==> src/rtl/local_packet_injector.sv <==
// local_packet_injector: turns core packet requests plus queued payload words into
// 17-bit router flits. Optional INJECTOR_STATS_EN adds pkt_cnt_o/stall_cnt_o.
// Ports:
//   clk, rst (async, active-low)
//   req_valid_i/req_dest_i/req_len_i/req_ready_o  packet request handshake
//   pay_valid_i/pay_data_i/pay_ready_o            payload FIFO write handshake
//   local_full_i                                  router back-pressure
//   local_data_o                                  registered flit: [16]=valid, [15:14]=type, [13:0]=payload
//   busy_o                                        packet in progress
module local_packet_injector #(
  parameter logic [3:0] ROUTER_ID  = 4'd1,
  parameter int         FIFO_DEPTH = 8,
  parameter int         MAX_LEN    = 15
) (
  input  logic        clk,
  input  logic        rst,
  input  logic        req_valid_i,
  input  logic [3:0]  req_dest_i,
  input  logic [3:0]  req_len_i,
  output logic        req_ready_o,
  input  logic        pay_valid_i,
  input  logic [13:0] pay_data_i,
  output logic        pay_ready_o,
  input  logic        local_full_i,
  output logic [16:0] local_data_o,
  output logic        busy_o
`ifdef INJECTOR_STATS_EN
  ,
  output logic [15:0] pkt_cnt_o,
  output logic [15:0] stall_cnt_o
`endif
);

  localparam int AW = $clog2(FIFO_DEPTH);
  localparam int CW = AW + 1;
  localparam logic [CW-1:0] DEPTH_C = CW'(FIFO_DEPTH);
  localparam logic [3:0] MAX_C = 4'(MAX_LEN);

  typedef enum logic [1:0] {
    IDLE,
    HEAD,
    BODY
  } state_t;

  state_t state_q, state_d;

  logic [13:0]   mem [FIFO_DEPTH];
  logic [AW-1:0] rd_ptr, wr_ptr;
  logic [CW-1:0] count;

  logic        ready_en;
  logic [3:0]  dest_q, len_q, body_q;
  logic [3:0]  len_in;
  logic [16:0] flit_d;
  logic        accept, push, pop;
  logic        empty, full, last;

  assign empty  = (count == '0);
  assign full   = (count == DEPTH_C);
  assign last   = (body_q == len_q - 4'd1);
  assign len_in = (req_len_i > MAX_C) ? MAX_C : req_len_i;

  // ready_en holds both ready outputs low until the first edge after reset.
  assign req_ready_o = ready_en && (state_q == IDLE);
  // A pop in this cycle frees a slot, so a full FIFO can still take a word.
  assign pay_ready_o = ready_en && (!full || pop);
  assign push        = pay_valid_i && pay_ready_o;
  assign busy_o      = (state_q != IDLE);

  always_comb begin
    state_d = state_q;
    flit_d  = '0;
    accept  = 1'b0;
    pop     = 1'b0;
    unique case (state_q)
      IDLE: begin
        if (req_valid_i && ready_en) begin
          accept  = 1'b1;
          state_d = HEAD;
        end
      end
      HEAD: begin
        if (!local_full_i) begin
          flit_d = {1'b1,
                    (len_q == 4'd0) ? 2'b11 : 2'b01,
                    dest_q, ROUTER_ID, len_q, 2'b00};
          state_d = (len_q == 4'd0) ? IDLE : BODY;
        end
      end
      BODY: begin
        if (!local_full_i && !empty) begin
          pop    = 1'b1;
          flit_d = {1'b1,
                    last ? 2'b10 : 2'b00,
                    mem[rd_ptr]};
          if (last) state_d = IDLE;
        end
      end
      default: state_d = IDLE;
    endcase
  end

  always_ff @(posedge clk or negedge rst) begin
    if (!rst) begin
      state_q      <= IDLE;
      ready_en     <= 1'b0;
      dest_q       <= '0;
      len_q        <= '0;
      body_q       <= '0;
      local_data_o <= '0;
    end else begin
      state_q      <= state_d;
      ready_en     <= 1'b1;
      local_data_o <= flit_d;
      if (accept) begin
        dest_q <= req_dest_i;
        len_q  <= len_in;
        body_q <= '0;
      end else if (pop) begin
        body_q <= body_q + 4'd1;
      end
    end
  end

  always_ff @(posedge clk or negedge rst) begin
    if (!rst) begin
      rd_ptr <= '0;
      wr_ptr <= '0;
      count  <= '0;
    end else begin
      if (push) wr_ptr <= wr_ptr + AW'(1);
      if (pop)  rd_ptr <= rd_ptr + AW'(1);
      if (push && !pop) count <= count + CW'(1);
      else if (!push && pop) count <= count - CW'(1);
    end
  end

  always_ff @(posedge clk) begin
    if (push) mem[wr_ptr] <= pay_data_i;
  end

`ifdef INJECTOR_STATS_EN
  always_ff @(posedge clk or negedge rst) begin
    if (!rst) begin
      pkt_cnt_o   <= '0;
      stall_cnt_o <= '0;
    end else begin
      // Types 10 and 11 both close a packet and share bit 15.
      if (flit_d[16] && flit_d[15] && pkt_cnt_o != 16'hFFFF)
        pkt_cnt_o <= pkt_cnt_o + 16'd1;
      if (busy_o && !flit_d[16] && stall_cnt_o != 16'hFFFF)
        stall_cnt_o <= stall_cnt_o + 16'd1;
    end
  end
`endif

endmodule

==> config.mk <==
export PLATFORM = sky130hd
export DESIGN_NAME = local_packet_injector
export DESIGN_NICKNAME = d
export VERILOG_FILES = /design/src/rtl/local_packet_injector.sv
export SDC_FILE = /design/constraint.sdc
export NUM_CORES = 1
export LEC_CHECK = 0
export ABC_AREA = 0
export CAP_MARGIN = 20
export CORE_ASPECT_RATIO = 0.6
export CORE_MARGIN = 5
export CORE_UTILIZATION = 45
export DETAILED_ROUTE_END_ITERATION = 8
export PLACE_DENSITY = 0.66
export SYNTH_ARGS = -nofsm -noshare
export SYNTH_HDL_FRONTEND = slang
export SYNTH_SLANG_ARGS = --single-unit
==> constraint.sdc <==
create_clock -name clk -period 3.1 [get_ports clk]
set_clock_uncertainty 0.05 [all_clocks]
set_input_delay 0.31 -clock clk [delete_from_list [all_inputs] [get_ports clk]]
set_output_delay 0.31 -clock clk [all_outputs]
set_load 0.02 [all_outputs]
==> impl_metrics.ini <==
[run_status]
outcome = completed

[clock_network]
clk_path_buf_depth = 2
cts_sinks = 154
tritoncts = done
postCtsSetupBuffers = 0
clk_latency_ns = 0.42
root_buffer = clkbuf_16
cts-resized-gates = 0
cts_max_level = 4
clkSlewWorstSetupHoldPaths_ns = 0.06
cts-buffers-inserted = 17

[logic_synthesis]
synth_fp_nets = 374
synth-simple-area-share_pct = 5.28
synth_fa_ha_area_share_pct = 2.36
yosysUniqueCellTypes = 39
synth_mux_area_share_pct = 14.2
ys_warn_count = 0
yosys.area.top_type = edfxtp_1
synth.area.top_cells = edfxtp_1 55%, dfrtp_1 17%, mux4_2 10%, mux2i_1 2.4%, ha_1 2.0%
synth-seq-cells = 154
synth_compound_area_share_pct = 2.12
syn_inst = 336
yosysSeqAreaShare_pct = 71.9
synth_top_area_share_pct = 54.8
synth_top_family_by_area = multiplexers
syn_area_per_cell_um2 = 18.3
synth-xor-area-share_pct = 2.53
syn_area_um2 = 6140

[global_routing]
grt_antenna_before_repair = 0
grt_start_max_net_pins = 43
grt_pass1_wl_um = 19200
first_global_vias = 3277
overflow = 0
grtUsageTotal_pct = 16.1

[route]
drc = 0
final_antenna_net_count = 0
wl_per_cell_um = 20.2
via_per_inst = 5.26
totalWireLength_um = 12000
drt-initial-drc-count = 215
dr_total_vias = 3123
dr.pass1.iters = 4

[floorplan]
die_area_um2 = 16200
start_util_pct = 45.5
fp.dieW_um = 161
ioPinCount = 47
core_area_um2 = 13500
num_rows = 33
die_h_um = 100

[placement]
dp_hpwl_um = 7570
pre_cts_ws_ns = 0.201
routabilityCongestion = 0.763
numPortBuffers = 46
dpl_cell_area_um2 = 6900

[critical_path]
reg2reg_from = count[0]$_DFFE_PN0P_
crit_arrival_ns = 3.03
worstPathRequired_ns = 3.36
crit_top_cell = ha_1
reg2regPathDepth = 13
crit_slowest_cell = dfrtp_1
crit_chain = nor4_4 -> nor3b_4 -> o21a_4 -> nand2_4 -> inv_4 -> ha_1 -> inv_1 -> ha_1 -> a21o_1 -> a21oi_1 -> xnor2_1 -> nor2_1 -> xor2_1
start_kind = flip-flop
rr_endpoint = count[3]$_DFFE_PN0P_
cpPeakStageDelay_ns = 0.47
reg2reg_slack_ns = 0.33
worstSetupPathType = flip-flop to flip-flop
path_max_fanout = 5
endpoint_kind = flip-flop

[run]
cap_violations = 0

[sta]
min_period_ns = 2.77
setup_ws_ns = 0.327
timing.final.crit_share_pct = 89.5
rsz0062_at_grt = no
finalHoldViolations = 0
fmax_mhz = 361
tightest_slew_ns = 0.760
fin_setup_tns_ns = 0
finalMaxSlewViolations = 0
finalSetupViolCount = 0
slew-limit-headroom_pct = 49.4

[cells_and_area]
n_antenna_cell = 0
area_delta_synth_final_pct = 21.9
nFillCells = 1053
layout.nets = 444
drive_gt1_share_pct = 23.6
post-route-cell-area_um2 = 7480

[pwr]
ir_worst_vdd_mv = 0.407
p_per_area_nw_per_um2 = 866
power.leakage_nw = 2.68

[worst_hold_path]
hold_class = primary input to async pin
[logic make-up after synthesis]
family | count (synthesis)
AO/OA/AOI/OAI | 21
AND/OR/NAND/NOR | 61
multiplexers | 51
adder cells (fa/ha/maj) | 11
XOR/XNOR | 16
buffers and inverters | 21
flip-flops | 154
other | 1
[state kept, by name, summed over array words and instances (netlist names)]
name          cells
count             4
ready_en          1
body_q            4
len_q             4
state_q           2
wr_ptr            3
mem             112
dest_q            4
rd_ptr            3
local_data_o     17
[layer usage]
layer / vias to the layer above / track usage (%) / wire length (um) / share of wire [%]
met5: - / 0 / 0 / 0
met3: 14 / 4.70 / 997 / 8.3
met4: 0 / 5.11 / 136 / 1.1
met1: 1569 / 23.6 / 5520 / 46
li1: 1430 / - / - / -
met2: 110 / 23.6 / 5360 / 45
[metrics by stage]
stage | util [%] | std cells | total power, mW | hold WS, ns
after floorplan | - | 336 | 4.01 | -0.0356
after global placement | 51.1 | 560 | 4.56 | 0.418
after detailed placement | 51.1 | 560 | 4.60 | 0.427
after CTS | 55.2 | 592 | 6.56 | 0.0330
after global routing | 55.4 | 594 | 6.83 | 0.201
final | 55.4 | 594 | 6.48 | 0.188
[Yosys cell counts]
library cell,count
nor2_1,14
nand2_4,2
o21a_4,1
nor3_1,6
nand2_1,25
inv_1,8
and2_1,1
nor4_4,1
xor2_1,5
buf_2,5
a21oi_1,4
a311o_1,1
edfxtp_1,112
nand2b_1,2
mux2i_1,15
xnor2_1,10
mux2_4,1
ha_1,10
or2_2,2
dfrtp_1,42
nor3b_4,1
nor3_2,1
inv_4,1
a211o_1,1
and3_1,2
nand4b_1,1
o21ai_0,10
nand3b_1,1
fa_1,1
conb_1,1
mux4_2,28
and4_1,1
clkbuf_1,6
o22ai_1,3
nor4_1,1
buf_4,1
mux2_2,7
xor3_1,1
a21o_1,1
[critical path, delay by kind of cell, from the launching register on]
kind                     cells  cell delay [ns]
buffers and inverters        2             0.19
XOR/XNOR                     2             0.27
AO/OA/AOI/OAI                3             0.57
flip-flops                   1             0.47
adder cells (fa/ha/maj)      2             0.47
AND/OR/NAND/NOR              4             0.64
[report_power, final]
group / internal, mW / switching [mW]
sequential: 2.52 / 0.294
combinational: 0.914 / 0.819
clock: 1.06 / 0.883
[cell type report]
class	count	area, um2	area share [%]
Clock buffer	18	429	5.73
Clock inverter	14	126	1.69
Timing Repair Buffer	63	598	7.99
Multi-Input combinational cell	161	1660	22.2
Tap cell	175	219	2.93
Sequential cell	154	4420	59.0
Inverter	9	36.3	0.485
[layout by cell type, fill, tap and decap left out, drive strengths merged, types with 2 or more instances in the layout]
| cell type | count |
|---|---|
| clkdlybuf4s50 | 45 |
| xnor2 | 10 |
| nand2b | 2 |
| o22ai | 3 |
| nor4 | 2 |
| buf | 17 |
| ha | 10 |
| clkbuf | 18 |
| mux2 | 8 |
| nand2 | 27 |
| mux2i | 15 |
| nor3 | 7 |
| and3 | 2 |
| or2 | 2 |
| edfxtp | 112 |
| nor2 | 14 |
| a21oi | 4 |
| inv | 18 |
| mux4 | 28 |
| o21ai | 10 |
| clkinvlp | 5 |
| xor2 | 5 |
| dfrtp | 42 |
[worst max path at each step]
stage	startpoint	end	depth (start not counted)	slack (ns)
finish	count[0]$_DFFE_PN0P_	count[3]$_DFFE_PN0P_	13	0.33
global route	count[0]$_DFFE_PN0P_	count[3]$_DFFE_PN0P_	13	0.17
CTS	count[0]$_DFFE_PN0P_	count[3]$_DFFE_PN0P_	13	0.32
detailed placement	local_full_i	count[3]$_DFFE_PN0P_	13	0.20
global placement	local_full_i	count[3]$_DFFE_PN0P_	13	0.22
floorplan	state_q[0]$_DFFE_PN0P_	mem[1][0]$_DFFE_PP_	8	0.19
[timing repair]
item	in CTS	in global routing
setup endpoints to repair	0	0
endpoints found under the hold margin	0	42
hold buffers	0	1
Note: power is estimated with default switching activity, not from simulation.
